<file path="src/rtl/sdram_bist_pkg.sv">
// Shared types and the pattern generator used by the SDRAM pattern BIST.
// The generator and the checker both call pat_gen, so they cannot drift apart.
package sdram_bist_pkg;

   // One-hot run sequencer states
   typedef enum logic [4:0] {
      ST_IDLE    = 5'b00001,
      ST_WRITE   = 5'b00010,
      ST_WAIT_RD = 5'b00100,
      ST_READ    = 5'b01000,
      ST_FINISH  = 5'b10000
   } bist_state_e;

   localparam logic PAT_INC  = 1'b0;   // seed + i
   localparam logic PAT_WALK = 1'b1;   // seed rotated left by i mod 16

   // Expected data word for index idx of a run started with seed
   function automatic logic [15:0] pat_gen(input logic [15:0] seed,
                                           input logic [15:0] idx,
                                           input logic        mode);
      logic [3:0]  sh;
      logic [15:0] res;
      sh = idx[3:0];
      if (mode == PAT_WALK) begin
         // A zero rotate shifts right by 16, which contributes nothing
         res = (seed << sh) | (seed >> (5'd16 - {1'b0, sh}));
      end else begin
         res = seed + idx;
      end
      return res;
   endfunction

endpackage

</file>
<file path="src/rtl/sdram_bist_checker.sv">
// Read-side checker: compares each returned word against the expected pattern
// and accumulates the error count and the index of the first mismatch.
module sdram_bist_checker
   import sdram_bist_pkg::*;
#(
   parameter logic PAT_SEL = PAT_INC
) (
   input  logic        sclk,
   input  logic        s_rst,
   input  logic        clr,
   input  logic [15:0] seed,
   input  logic        rd_valid_d1,
   input  logic [15:0] rd_idx_d1,
   input  logic [15:0] rd_data,
   output logic [15:0] err_cnt,
   output logic [15:0] first_err_idx,
   output logic        err_free_s
);

   logic mismatch_s;

   // Mismatch on the word returned for the previous strobe; err_free_s folds in the compare in flight
   always_comb begin
      mismatch_s = 1'b0;
      if (rd_valid_d1) begin
         mismatch_s = (rd_data != pat_gen(seed, rd_idx_d1, PAT_SEL));
      end else begin
         mismatch_s = 1'b0;
      end
      err_free_s = (err_cnt == 16'h0000) && !mismatch_s;
   end

   // Saturating error count and first-mismatch capture, cleared on an accepted start
   always_ff @(posedge sclk or posedge s_rst) begin
      if (s_rst) begin
         err_cnt       <= 16'h0000;
         first_err_idx <= 16'hFFFF;
      end else if (clr) begin
         err_cnt       <= 16'h0000;
         first_err_idx <= 16'hFFFF;
      end else if (mismatch_s) begin
         if (err_cnt != 16'hFFFF) begin
            err_cnt <= err_cnt + 16'h0001;
         end
         if (first_err_idx == 16'hFFFF) begin
            first_err_idx <= rd_idx_d1;
         end
      end
   end

endmodule

</file>
<file path="src/rtl/sdram_pattern_bist.sv">
// SDRAM controller traffic BIST: writes NUM_WORDS pattern words into the write
// FIFO, then drains them back from the read FIFO in BURST_LEN bursts and checks them.
module sdram_pattern_bist
   import sdram_bist_pkg::*;
#(
   parameter int NUM_WORDS = 256,
   parameter int BURST_LEN = 4,
   parameter int TIMEOUT   = 65535,
   parameter int PAT_MODE  = 0
) (
   input  logic        sclk,
   input  logic        s_rst,
   input  logic        start,
   input  logic [15:0] seed,
   output logic        wfifo_wr_en,
   output logic [15:0] wfifo_wr_data,
   output logic        rfifo_rd_en,
   input  logic [15:0] rfifo_rd_data,
   input  logic        rfifo_rd_ready,
   output logic        busy,
   output logic        done,
   output logic        pass,
   output logic        timeout,
   output logic [15:0] err_cnt,
   output logic [15:0] first_err_idx
);

   localparam logic        PAT_SEL    = (PAT_MODE == 0) ? PAT_INC : PAT_WALK;
   localparam logic [15:0] LAST_IDX   = 16'(NUM_WORDS - 1);
   localparam logic [15:0] BURST_LAST = 16'(BURST_LEN - 1);
   localparam logic [15:0] TMO_LAST   = 16'(TIMEOUT - 1);

   bist_state_e state_r;
   logic [15:0] seed_r;
   logic [15:0] wr_idx_r;
   logic [15:0] rd_idx_r;
   logic [15:0] burst_cnt_r;
   logic [15:0] tmo_cnt_r;
   logic        rd_valid_d1_r;
   logic [15:0] rd_idx_d1_r;
   logic        start_acc_s;
   logic        err_free_s;

   assign start_acc_s = (state_r == ST_IDLE) && start;

   // Run sequencer with registered FIFO strobes and status outputs
   always_ff @(posedge sclk or posedge s_rst) begin
      if (s_rst) begin
         state_r       <= ST_IDLE;
         seed_r        <= 16'h0000;
         wr_idx_r      <= 16'h0000;
         rd_idx_r      <= 16'h0000;
         burst_cnt_r   <= 16'h0000;
         tmo_cnt_r     <= 16'h0000;
         wfifo_wr_en   <= 1'b0;
         wfifo_wr_data <= 16'h0000;
         rfifo_rd_en   <= 1'b0;
         busy          <= 1'b0;
         done          <= 1'b0;
         pass          <= 1'b0;
         timeout       <= 1'b0;
      end else begin
         done <= 1'b0;
         case (state_r)
            ST_IDLE: begin
               if (start) begin
                  seed_r        <= seed;
                  pass          <= 1'b0;
                  timeout       <= 1'b0;
                  wr_idx_r      <= 16'h0000;
                  rd_idx_r      <= 16'h0000;
                  busy          <= 1'b1;
                  wfifo_wr_en   <= 1'b1;
                  wfifo_wr_data <= pat_gen(seed, 16'h0000, PAT_SEL);
                  state_r       <= ST_WRITE;
               end
            end
            ST_WRITE: begin
               // wr_idx_r is the index of the word currently presented
               if (wr_idx_r == LAST_IDX) begin
                  wfifo_wr_en <= 1'b0;
                  tmo_cnt_r   <= 16'h0000;
                  state_r     <= ST_WAIT_RD;
               end else begin
                  wr_idx_r      <= wr_idx_r + 16'h0001;
                  wfifo_wr_data <= pat_gen(seed_r, wr_idx_r + 16'h0001, PAT_SEL);
               end
            end
            ST_WAIT_RD: begin
               // Ready is tested first so it wins over an expiring count
               if (rfifo_rd_ready) begin
                  rfifo_rd_en <= 1'b1;
                  burst_cnt_r <= 16'h0000;
                  state_r     <= ST_READ;
               end else if (tmo_cnt_r == TMO_LAST) begin
                  timeout <= 1'b1;
                  pass    <= 1'b0;
                  busy    <= 1'b0;
                  done    <= 1'b1;
                  state_r <= ST_FINISH;
               end else begin
                  tmo_cnt_r <= tmo_cnt_r + 16'h0001;
               end
            end
            ST_READ: begin
               if (rfifo_rd_en) begin
                  rd_idx_r <= rd_idx_r + 16'h0001;
                  if (burst_cnt_r == BURST_LAST) begin
                     rfifo_rd_en <= 1'b0;
                     if (rd_idx_r != LAST_IDX) begin
                        tmo_cnt_r <= 16'h0000;
                        state_r   <= ST_WAIT_RD;
                     end
                  end else begin
                     burst_cnt_r <= burst_cnt_r + 16'h0001;
                  end
               end else begin
                  // Drain cycle: the last compare retires now and is folded into pass
                  pass    <= err_free_s;
                  busy    <= 1'b0;
                  done    <= 1'b1;
                  state_r <= ST_FINISH;
               end
            end
            ST_FINISH: begin
               state_r <= ST_IDLE;
            end
            default: begin
               wfifo_wr_en <= 1'b0;
               rfifo_rd_en <= 1'b0;
               busy        <= 1'b0;
               state_r     <= ST_IDLE;
            end
         endcase
      end
   end

   // Delay the read strobe and its index to line up with the returned data
   always_ff @(posedge sclk or posedge s_rst) begin
      if (s_rst) begin
         rd_valid_d1_r <= 1'b0;
         rd_idx_d1_r   <= 16'h0000;
      end else begin
         rd_valid_d1_r <= rfifo_rd_en;
         rd_idx_d1_r   <= rd_idx_r;
      end
   end

   sdram_bist_checker #(
      .PAT_SEL (PAT_SEL)
   ) u_checker (
      .sclk          (sclk),
      .s_rst         (s_rst),
      .clr           (start_acc_s),
      .seed          (seed_r),
      .rd_valid_d1   (rd_valid_d1_r),
      .rd_idx_d1     (rd_idx_d1_r),
      .rd_data       (rfifo_rd_data),
      .err_cnt       (err_cnt),
      .first_err_idx (first_err_idx),
      .err_free_s    (err_free_s)
   );

endmodule
</file>
<file path="config.mk">
export PLATFORM = sky130hd
export DESIGN_NAME = sdram_pattern_bist
export DESIGN_NICKNAME = d
export VERILOG_FILES = /design/src/rtl/sdram_bist_pkg.sv /design/src/rtl/sdram_bist_checker.sv /design/src/rtl/sdram_pattern_bist.sv
export SDC_FILE = /design/constraint.sdc
export NUM_CORES = 1
export LEC_CHECK = 0
export CAP_MARGIN = 15
export CORE_ASPECT_RATIO = 2
export CORE_MARGIN = 3
export CORE_UTILIZATION = 61
export CTS_CLUSTER_SIZE = 28
export DETAILED_ROUTE_END_ITERATION = 8
export PLACE_DENSITY_LB_ADDON = 0.12
export SLEW_MARGIN = 10
export SYNTH_ARGS = -nofsm -noshare
export SYNTH_HDL_FRONTEND = slang
export SYNTH_SLANG_ARGS = --single-unit
</file>
<file path="constraint.sdc">
create_clock -name sclk -period 11.8 [get_ports sclk]
set_input_delay 2.36 -clock sclk [delete_from_list [all_inputs] [get_ports sclk]]
set_output_delay 2.36 -clock sclk [all_outputs]
set_load 0.05 [all_outputs]
</file>
=== Word-level counts from Yosys, hierarchy flattened ===
Index checks and enable logic that the tools add are counted.

* Add/subtract/negate cells: 7
* Equal/unequal tests: 27
* Mux-type cells: 56
* Bitwise operators: 3
* Reductions and logical operators: 29

{| class="wikitable"
|+ Operator list
! operator !! count
|-
| $mux W16 || 21
|-
| $pmux W16 S2 || 4
|-
| $add A16 B1 Y16 const B || 5
|-
| $pmux W16 S3 || 1
|-
| $mux W5 || 7
|-
| $add A16 B16 Y16 || 2
|-
| $eq A16 B16 Y1 const B || 2
|-
| $ne A2 B2 Y1 const B || 12
|-
| $pmux W5 S4 || 1
|-
| $eq A16 B2 Y1 const B || 1
|-
| $eq A16 B8 Y1 const B || 1
|-
| $logic_not A16 Y1 || 1
|-
| $mux W1 || 16
|-
| $ne A16 B16 Y1 || 1
|-
| $ne A16 B16 Y1 const B || 1
|-
| $ne A16 B8 Y1 const B || 1
|-
| $reduce_and A5 Y1 || 3
|-
| $reduce_bool A2 Y1 || 7
|-
| $ne A3 B3 Y1 const B || 3
|-
| $pmux W1 S3 || 3
|-
| $reduce_and A3 Y1 || 3
|-
| $reduce_and A2 Y1 || 4
|-
| $reduce_and A4 Y1 || 2
|-
| $reduce_and A7 Y1 || 1
|-
| other kinds (13) || 19
|}

* Register bits: 156
* Input port bits: 36
* Output and inout bits: 54

=== Longest topological paths before layout ===
Gate-level depths: netlist (run 1).

* Depth in word-level cells: 8
* Gate-level depth with buffers: 14
* Mapped depth without buffers: 14

=== Cells and area by module ===
Synthesis (run 1) repeated with hierarchy kept, for this count alone.

* Cells, all modules: 1002
* Area, all modules: 9201.3 um^2

{| class="wikitable"
|+ Modules (own cells, without submodules)
! module !! times used !! cells an instance !! area an instance (um^2) !! seq. area each (um^2)
|-
| sdram_pattern_bist || 1 || 707 || 6517.5 || 3104.2
|-
| sdram_bist_checker || 1 || 295 || 2683.8 || 820.8
|}

=== Worst setup path before layout (run 1) ===
No wires, ideal clock.

* Path type: input to register
* From: in rfifo_rd_data[11]
* To: reg pass
* Data arrival time: 4.651 ns
* Setup slack: 7.084 ns
* Stages on the path: 9
* Path buffers: 0
* Path through: xor2_1 > a211o_1 > a2111oi_2 > nand4_1 > a2111oi_2 > nand4_1 > or3_4 > a2111oi_2 > a21o_1

* Word-level cells in the longest chain between the ends: 6

{| class="wikitable"
|+ RTL lines
! element !! RTL line !! RTL
|-
| start: declaration || sdram_pattern_bist.sv:18 || <nowiki>input logic [15:0] rfifo_rd_data,</nowiki>
|-
| $ne A16 B16 Y1 || sdram_bist_checker.sv:26 || <nowiki>mismatch_s = (rd_data != pat_gen(seed, rd_idx_d1, PAT_SEL));</nowiki>
|-
| $mux W1 || sdram_bist_checker.sv:25 || <nowiki>if (rd_valid_d1) begin</nowiki>
|-
| $logic_not A1 Y1 || sdram_bist_checker.sv:30 || <nowiki>err_free_s = (err_cnt == 16'h0000) && !mismatch_s;</nowiki>
|-
| $logic_and A1 B1 Y1 || sdram_bist_checker.sv:30 ||
|-
| $mux W1 || sdram_pattern_bist.sv:106 || <nowiki>if (rfifo_rd_en) begin</nowiki>
|-
| $pmux W1 S3 || sdram_pattern_bist.sv:64 || <nowiki>case (state_r)</nowiki>
|-
| end signal: assignment || sdram_pattern_bist.sv:119 || <nowiki>pass <= err_free_s;</nowiki>
|-
| end: declaration || sdram_pattern_bist.sv:22 || <nowiki>output logic pass,</nowiki>
|}

Every way passes these cells. The select of a mux whose other input is x is not followed.
A chain may end at the register's enable or synchronous reset.

=== Final worst setup path (run 1) ===
* From: in rfifo_rd_data[11]
* To: reg u_checker.err_cnt[14]

* Word-level cells in the longest chain between the ends: 4

{| class="wikitable"
|+ RTL lines
! element !! RTL line !! RTL
|-
| $ne A16 B16 Y1 || sdram_bist_checker.sv:26 ||
|-
| $mux W1 || sdram_bist_checker.sv:25 ||
|-
| $reduce_bool A2 Y1 (no source line) || n/a ||
|-
| $reduce_and A2 Y1 (no source line) || n/a ||
|-
| end signal: assignment || sdram_bist_checker.sv:43 || <nowiki>err_cnt <= err_cnt + 16'h0001;</nowiki>
|-
| end: declaration || sdram_bist_checker.sv:15 || <nowiki>output logic [15:0] err_cnt,</nowiki>
|}

Every way passes these cells.

==> metrics, run 1 <==
Mapped Area 9050 sq um; clock skew 0.0138 ns; Mapped Avg Cell Area 9.08 sq um; synth unique cells 70; Tightest Pin Transition 1.03 ns; Hold Buf Count CTS 0; clock-pin slew on the worst setup and hold paths 0.06 ns; sequential fraction of the synthesis area 43.4%; mux share of post-synthesis cell area 1.12%; FF-to-FF Start seed_r[6]; crit-path cells clkdlybuf4s50_1 > xor2_1 > o311ai_0 > a311oi_1 > nand4_1 > a2111oi_2 > nand4_1 > nor3_4 > buf_4 > nor4_1 > mux2i_1; post-detail-place hpwl 17400 um; DRC 0; number of global-route vias before repair 7903; post-DR wirelength/cell 18.7 um; global-route usage over all layers 30.4%; main combinational cell family by area after synthesis simple AND/OR/NAND/NOR gates; commonest non-fill, non-tap cell in the layout nand2_1; Num CTS Buffers 17; reg2reg end u_checker.err_cnt[14]; XOR/XNOR Fraction of Synth Area 8.61%; FF+latch count, synth 156; simple-gate area share of the yosys netlist 23.3%; CORE AREA 14400 sq um; dominant synthesized flop cell dfrtp_1; Die X 92.1 um; compound-cell area share of the yosys netlist 15.0%; Boundary Pins 90; antenna diode count 0; Hold Crit Depth 0; vias 7823; slowest stage delay, CP 0.49 ns; clk root buf clkbuf_16; Max-Cap Viols 0; Final ANT Viol Nets 0; Cell Area, Placed 10100 sq um; Initial Util 62.7%; max-slew violations 0; Final nets 1143; GR Overflow Total 0; Pre-Repair DR Iteration Count 5; I/O Buffers 89; Most common cell on crit path nand4_1; crit-path leading delay family buffers and inverters; crit path kind in2reg; Clk Latency, worst-skew pair 0.43 ns; H-tree depth 4; Die Y 178 um; CP Buf/Inv Count 2; placement row count 62; Worst Path Required 12.10 ns; initial antenna violation count 0; largest net degree at the start of global routing 82; Post-Synthesis Cells 997; fin crit share 43.2%; Post-Route Setup TNS 0 ns; pwr dens 211 nW/um^2; CTS max path bufs 2; Area growth syn-to-layout 17.4%; outcome finished clean; drt via density 6.15; Hold Path Sink rd_idx_d1_r[7]; HP Class reg2reg; CP endpoint kind flop; final setup fails 0; Worst setup SP type input pin; R2R depth 11; # Post-CTS Setup Buffers 0; Post-synth EDFFs 0; worst reg2reg setup slack 8.14 ns; share of cells above drive strength 1 6.57%; fmax 196 MHz; Sink Count 156; Hold Path Origin rd_idx_r[7]; initial DRC count 462; WL final 23800 um; async set-reset flop share out of synthesis 100%; crit-path max FO 44; Synth Area in Adders 5.56%; fill cell count 1145; RSZ-0062 raised after global routing no; most frequent cells in the layout nand2_1 (147), dfrtp_1 (139), clkdlybuf4s50_1 (89), nor2_1 (78), o21ai_0 (56); crit path time final 5.09 ns; critical-path cell with the highest stage delay clkdlybuf4s50_1; arrival time of the worst setup path 5.39 ns; yosys warns 0; design area 10600 sq um; syn nets 1072; maximum VDD drop 0.000192 V; Static Leakage 4.72 nW; Resize count post-CTS 0; die area 16400 sq um; final hold vios 0; CTS tree done; Worst slew margin 31.6%; first-pass GRT wire length 39200 um; GPL Wtd Cong 0.969
layout make-up:
type                            count  area [sq um]  share of cell area (%)
Inverter                           23          91.3                   0.860
Clock inverter                     14           134                    1.26
Timing Repair Buffer               95           936                    8.81
Clock buffer                       18           439                    4.13
Sequential cell                   156          3930                    36.9
Multi-Input combinational cell    775          4860                    45.7
Tap cell                          192           240                    2.26
synth_stat cells (3+ instances only):
cell	n	area share (%)
nand2_1	147	6.1
dfrtp_1	139	38
nor2_1	79	3.3
o21ai_0	56	3.1
a21oi_1	55	3.0
xor2_1	51	4.9
nand3_1	42	2.3
xnor2_1	38	3.7
ha_1	37	5.1
clkbuf_1	34	1.4
nand4_1	26	1.8
inv_1	21	0.87
and3_1	20	1.4
nor3_1	19	1.1
o41ai_1	19	1.8
dfstp_2	17	4.9
or3_1	16	1.1
and2_1	11	0.76
nor4_1	11	0.76
or4_1	10	0.83
a21o_1	9	0.75
and4_1	9	0.87
mux2i_1	9	1.0
nand2b_1	9	0.62
o21ai_1	9	0.50
o31ai_1	9	0.75
nor2b_1	8	0.55
a31oi_1	5	0.35
nor3b_1	5	0.41
o21a_1	5	0.41
o21bai_1	5	0.41
buf_1	4	0.17
o22ai_1	4	0.28
a2111oi_2	3	0.50
buf_6	3	0.37
nand3b_1	3	0.25
nor4b_1	3	0.29
o32a_1	3	0.33
cell families after synthesis:
| kind of cell | after synthesis |
|---|---|
| adders and majority gates | 39 |
| DFF | 156 |
| xor gates and xnor gates | 89 |
| and+or+nand+nor | 427 |
| buffers and inverters | 66 |
| muxes | 10 |
| AOI/OAI and AO/OA | 210 |
metrics by stage:
step	utilization (%)	instances	setup slack, ns	total power [mW]	hold slack (ns)
2_1_floorplan	-	997	5.26	1.42	0.385
3_3_place_gp	69.7	1241	6.39	1.69	0.402
3_5_place_dp	69.7	1241	6.29	1.71	0.412
4_1_cts	73.6	1273	6.73	2.25	0.426
5_1_grt	73.6	1273	6.45	2.37	0.434
6_report	73.6	1273	6.71	2.24	0.429
worst max-delay path by stage:
stage | startpoint | endpoint | cells past startpoint | slack (ns)
finish | rfifo_rd_data[11] | u_checker.err_cnt[14] | 11 | 6.71
global route | rfifo_rd_data[11] | u_checker.err_cnt[15] | 11 | 6.45
CTS | rfifo_rd_data[11] | u_checker.err_cnt[14] | 11 | 6.73
detailed placement | rfifo_rd_data[11] | u_checker.err_cnt[9] | 11 | 6.29
global placement | rfifo_rd_data[11] | u_checker.err_cnt[7] | 11 | 6.39
floorplan | s_rst | burst_cnt_r[0] | 1 | 5.26
metal layers:
layer,routed length [um],vias to the layer above,GRT usage [%]
li1,-,3718,-
met1,8580,3783,32.5
met2,12900,245,55.4
met3,913,77,4.64
met4,1490,0,19.0
met5,0,-,0
state kept, by name, indices dropped and copies added (netlist names), 16 cells and up:
register	cells
burst_cnt_r	16
rd_idx_d1_r	16
rd_idx_r	16
seed_r	16
tmo_cnt_r	16
u_checker.err_cnt	16
u_checker.first_err_idx	16
wfifo_wr_data	16
wr_idx_r	16
power by group:
group          internal [mW]  switching [mW]  total (mW)
clock network          0.300           0.234       0.533
registers              0.646           0.125       0.771
logic                  0.329           0.606       0.936
total                   1.27           0.965        2.24
(Power assumes the default switching activity.)
==> run 2: changes to the inputs <==
--- a/config.mk
+++ b/config.mk
@@ -8,7 +8,7 @@
 export CAP_MARGIN = 15
 export CORE_ASPECT_RATIO = 2
 export CORE_MARGIN = 3
-export CORE_UTILIZATION = 61
+export CORE_UTILIZATION = 58
 export CTS_CLUSTER_SIZE = 28
 export DETAILED_ROUTE_END_ITERATION = 8
 export PLACE_DENSITY_LB_ADDON = 0.12
==> constraint.sdc (replaced) <==
create_clock -name sclk -period 5.3 [get_ports sclk]
set_input_delay 1.06 -clock sclk [delete_from_list [all_inputs] [get_ports sclk]]
set_output_delay 1.06 -clock sclk [all_outputs]
set_load 0.05 [all_outputs]
==> metrics, run 2 (synthesis gave the netlist of run 1 again) <==
arrival time of the worst setup path 4.07 ns; H-tree depth 4; pwr dens 473 nW/um^2; outcome finished clean; HP Class reg2reg; worst hold slack 0.419 ns; clock-pin slew on the worst setup and hold paths 0.06 ns; Placed Cells 1248; WL final 24000 um; RSZ-0062 raised after global routing no; Resize count post-CTS 0; maximum VDD drop 0.000275 V; CTS max path bufs 2; Hold Path Origin rd_idx_r[5]; # Post-CTS Setup Buffers 0; Num CTS Buffers 17; crit path time final 3.77 ns; Initial Util 59.2%; antenna diode count 0; Final ANT Viol Nets 0; placement row count 64; CORE AREA 15300 sq um; initial antenna violation count 0; share of cells above drive strength 1 6.29%; crit-path leading delay family buffers and inverters; critical-path cell with the highest stage delay clkdlybuf4s50_1; most frequent cells in the layout nand2_1 (147), dfrtp_1 (139), clkdlybuf4s50_1 (89), nor2_1 (78), o21ai_0 (56); Tightest Pin Transition 1.02 ns; fill cell count 1222; Boundary Pins 90; Post-Route Setup TNS 0 ns; DRC 0; Clk Latency, worst-skew pair 0.43 ns; FF-to-FF Start rd_idx_d1_r[0]; reg2reg end u_checker.err_cnt[14]; crit path kind in2reg; largest net degree at the start of global routing 110; post-detail-place hpwl 17100 um; die area 17200 sq um; CTS tree done; Static Leakage 4.73 nW; R2R depth 12; clock skew 0.0108 ns; max-slew violations 0; crit-path cells clkdlybuf4s50_1 > xor2_1 > o21ai_1 > a2111oi_2 > nand4_1 > a2111oi_2 > nand4_1 > nor3_4 > buf_4 > nor4_1 > mux2i_1; slowest stage delay, CP 0.47 ns; I/O Buffers 89; Die Y 183 um; number of global-route vias before repair 7664; fin crit share 71.2%; global-route usage over all layers 28.8%; drt via density 6.03; post-DR wirelength/cell 18.8 um; worst reg2reg setup slack 1.65 ns; crit-path max FO 44; GR Overflow Total 0; fmax 265 MHz; initial DRC count 467; Worst Path Required 5.59 ns; final hold vios 0; Worst setup SP type input pin; Sink Count 156; Hold Path Sink rd_idx_d1_r[5]; Layout Cells excl Fill 1279; Worst slew margin 31.7%; Area growth syn-to-layout 17.9%; Max-Cap Viols 0; CP endpoint kind flop; Final nets 1144; clk root buf clkbuf_16; GPL Wtd Cong 0.925; Pre-Repair DR Iteration Count 5; first-pass GRT wire length 38500 um; final setup fails 0; CP Buf/Inv Count 2; Hold Buf Count CTS 0; Die X 94.3 um; Hold Crit Depth 0; commonest non-fill, non-tap cell in the layout nand2_1; vias 7717
[run 2: cell types whose count changed in the layout (fill, tap and decap cells not counted)]
cell	delta
clkinv_4	-4
inv_6	-4
clkinv_2	-1
clkbuf_1	+3
buf_12	+1
bufinv_16	+2
clkinvlp_4	+3
[run 2: worst max path at each step]
| stage | startpoint | endpoint | cells past startpoint |
|---|---|---|---|
| 6_report | rfifo_rd_data[11] | u_checker.err_cnt[14] | 11 |
| 5_1_grt | rfifo_rd_data[11] | u_checker.err_cnt[7] | 11 |
| 4_1_cts | rfifo_rd_data[11] | pass | 10 |
| 3_5_place_dp | rfifo_rd_data[11] | u_checker.err_cnt[14] | 11 |
| 3_3_place_gp | rfifo_rd_data[11] | u_checker.err_cnt[14] | 11 |
| 2_1_floorplan | s_rst | burst_cnt_r[0] | 1 |
[run 2: cell type report]
class / instances / area, sq um / area share, %
multi-input cells: 775 / 4860 / 45.5
repair buffers: 96 / 956 / 8.96
well taps: 198 / 248 / 2.32
inverters: 23 / 91.3 / 0.856
clock buffers: 21 / 450 / 4.22
clock inverters: 10 / 141 / 1.32
flip-flops and latches: 156 / 3930 / 36.8
[run 2: worst reg2reg max path, stage by stage (launching register included)]
cell and delay (ns):
dfrtp_1 0.45, ha_1 0.24, fa_1 0.43, a21o_1 0.20, a41oi_1 0.37, nand3b_1 0.12, a22o_1 0.22, a2111oi_2 0.28
nand4_1 0.25, nor3_4 0.23, buf_4 0.41, nor4_1 0.17, mux2i_1 0.14
[run 2: power breakdown]
part | switching [mW] | leakage [nW] | internal (mW)
logic | 1.36 | 2.41 | 0.738
registers | 0.271 | 2.05 | 1.44
clock network | 0.493 | 0.272 | 0.751
[run 2: metal layers]
metal  wire, um  vias to the layer above  track usage (%)
li1           -                     3715                -
met1       9080                     3738             31.2
met4       1430                        0             17.6
met2      12800                      199             51.5
met3        746                       65             4.00
met5          0                        -                0
[run 2: through the flow]
stage / util, % / cell area (sq um) / power [mW] / worst slack [ns]
after floorplan: - / 9050 / 3.16 / 0.0616
after global placement: 65.9 / 10100 / 3.79 / 1.22
after detailed placement: 65.9 / 10100 / 3.82 / 1.17
after CTS: 69.8 / 10700 / 5.07 / 1.56
after global routing: 69.8 / 10700 / 5.34 / 1.37
final: 69.8 / 10700 / 5.05 / 1.53
==> edit: new RTL, flow settings as in run 2 <==
Encoding of `bist_state_e`: now binary (3 bits for 5 states). Comments in the files are not updated.
--- a/src/rtl/sdram_bist_pkg.sv
+++ b/src/rtl/sdram_bist_pkg.sv
@@ -4,10 +4,10 @@
 
    // One-hot run sequencer states
-   typedef enum logic [4:0] {
-      ST_IDLE    = 5'b00001,
-      ST_WRITE   = 5'b00010,
-      ST_WAIT_RD = 5'b00100,
-      ST_READ    = 5'b01000,
-      ST_FINISH  = 5'b10000
+   typedef enum logic [2:0] {
+      ST_IDLE    = 3'd0,
+      ST_WRITE   = 3'd1,
+      ST_WAIT_RD = 3'd2,
+      ST_READ    = 3'd3,
+      ST_FINISH  = 3'd4
    } bist_state_e;
 
Function: same outputs for any inputs over 4 cycles, from zero or initial values and one cycle with s_rst high; so few cycles prove little.
==> edit against run 2 <==
Final cell count fell by 0.86%. Power rose by 20%. Wire length fell by 1.7%. Register-to-register slack got worse by 0.09 ns. Setup slack improved by 0.032 ns. Clock power rose by 5%. Sequential cell count fell by 2. Synthesized area fell by 1.3%. Combinational power rose by 36%. Design area fell by 0.69%. Clock skew fell by 0.0022 ns. Critical path type is now register to register. Critical endpoint unchanged.
==> edit: results (changes against run 2) <==
The run finished with clean final reports. The clock-pin slew of the registers on the worst-case setup and hold paths works out to 0.06 ns (about the same). The final layout net count is 1135 (-0.79%). The count of input and output buffers was 89 (unchanged); the placement-stage worst setup slack was 1.32 ns (+0.148 ns). For the sequential-cell power consumption, the log shows 1.90 mW (+11%). For the combined global-route utilization of all metal layers, the log shows 28.6% (-0.16 points). The maximum root-to-sink buffer count is 2 (unchanged), and the final estimated routing congestion in global placement is 0.936 (+1.1%). The number of setup buffers added after CTS is 0 (unchanged). The clock power share was 21.5% (-3.1 points); the via count of the first global-routing pass was 7722 (+0.76%). The cell depth of the worst flop-to-flop path works out to 11 (-1).

The tools report the sequential share of the synthesized area as 43.4% (about the same). The most common flop cell mapped by yosys was dfrtp_1. By area the synthesized netlist is led by dfrtp_1, nand2_1, ha_1. The number of enable flip-flop cells after synthesis is 0 (unchanged). The xor-xnor portion of the synthesized cell area is 7.37% (-1.2 points).

The maximum vdd drop was 0.301 mV (+9.4%). The core area was 15000 sq um (-2.1%). The slowest stage of the critical path is the a31oi_4 cell. The complex-gate fraction of the synthesized area was 17.2% (+2.2 points); the async set or reset register ratio after synthesis was 100% (unchanged). The H-tree level count was 4 (unchanged). The logs give 76 (+8.6%) for the number of library cell types mapped by synthesis and 0 (unchanged) for the initial antenna violation count.

The number of cells upsized or downsized after cts was 0 (unchanged). The count of TritonRoute iterations in the first routing pass was 5 (unchanged); the ratio of cells with drive above 1 in the final layout was 7.27% (+0.98 points). The antenna diode count is 0 (unchanged). For the first-iteration detailed-routing DRC count, the log shows 377 (-19%). The run gives 0.00859 ns (-0.00216 ns) as the setup clock skew after layout.

The kind of cell with the highest combined delay along the critical path is compound AO/OA/AOI/OAI gates. The run gives 38.3 mm (-0.45%) as the global-route wire length before repair. The worst hold path belongs to the class register to register. The logs give 38.4% (+6.7 points) for the headroom to the max-slew limit and 17.0 mm (-0.87%) for the post-DP HPWL.

The count of yosys warnings during synthesis was 0 (unchanged). The clock buffer count from CTS is 17 (unchanged), and the total internal power is 3.37 mW (+15%). The multiplexer share of the synthesized area works out to 1.05% (-0.069 points). The run gives 101 (-8.2%) as the pin count of the biggest net entering global routing. The maximum single-stage delay on the critical path came out at 0.76 ns (+0.29 ns).

The hold path depth is 0 (unchanged), and the arrival time at the worst endpoint is 4.07 ns (about the same). The cell sitting at the root of the clock tree is a clkbuf_16. Fraction of the mapped netlist area in adder cells: 5.63% (+0.074 points). Ranked by instance count, the synthesized netlist is headed by nand2_1, dfrtp_1, nor2_1, o21ai_0, a21oi_1. The detail-routed net length per standard cell came out at 18.6 microns (-0.85%). The clock insertion delay at the later pin of the skew report came out at 0.43 ns (about the same). The leakage component of the power was 4.88 nW (+3.2%). The clock network power came out at 1.30 mW (+5%). The per-cell via count in the routed design was 6.11 (+1.3%); the largest fanout on the critical path was 33 (-25%).
-- edit: layer usage --
metal / up-vias / wire length (microns) / track usage (%)
met5: - / 0 / 0
met4: 0 / 1260 / 16.3
met3: 70 / 885 / 4.64
met2: 245 / 12300 / 50.3
met1: 3744 / 9220 / 31.9
li1: 3688 / - / -
-- edit: layout make-up --
type                            instances  area [sq um]
Clock buffer                           20           467
Timing Repair Buffer                   99           966
Inverter                               20          80.1
Multi-Input combinational cell        768          4800
Clock inverter                         12           163
Sequential cell                       154          3870
Tap cell                              195           244
Fill cell                            1235          4380
-- edit: per-stage QoR --
step / std cells / area (sq um) / hold WS [ns] / util [%]
2_1_floorplan: 985 / 8930 / 0.385 / -
3_3_place_gp: 1236 / 9970 / 0.404 / 66.6
3_5_place_dp: 1236 / 9970 / 0.415 / 66.6
4_1_cts: 1268 / 10600 / 0.428 / 70.8
5_1_grt: 1268 / 10600 / 0.446 / 70.8
6_report: 1268 / 10600 / 0.430 / 70.8
-- edit: worst paths after layout --
check	from	to	slack, ns
min in group asynchronous	s_rst	tmo_cnt_r[13]$_DFFE_PP0P_	1.18
hold reg to reg	rd_idx_r[15]$_DFFE_PP0P_	rd_idx_d1_r[15]$_DFF_PP0_	0.43
hold / removal	rd_idx_r[15]$_DFFE_PP0P_	rd_idx_d1_r[15]$_DFF_PP0_	0.43
setup / recovery	rd_idx_d1_r[0]$_DFF_PP0_	u_checker.err_cnt[14]$_DFFE_PP0P_	1.56
setup reg to reg	rd_idx_d1_r[0]$_DFF_PP0_	u_checker.err_cnt[14]$_DFFE_PP0P_	1.56
max in group asynchronous	s_rst	u_checker.first_err_idx[2]$_DFFE_PP1P_	3.12
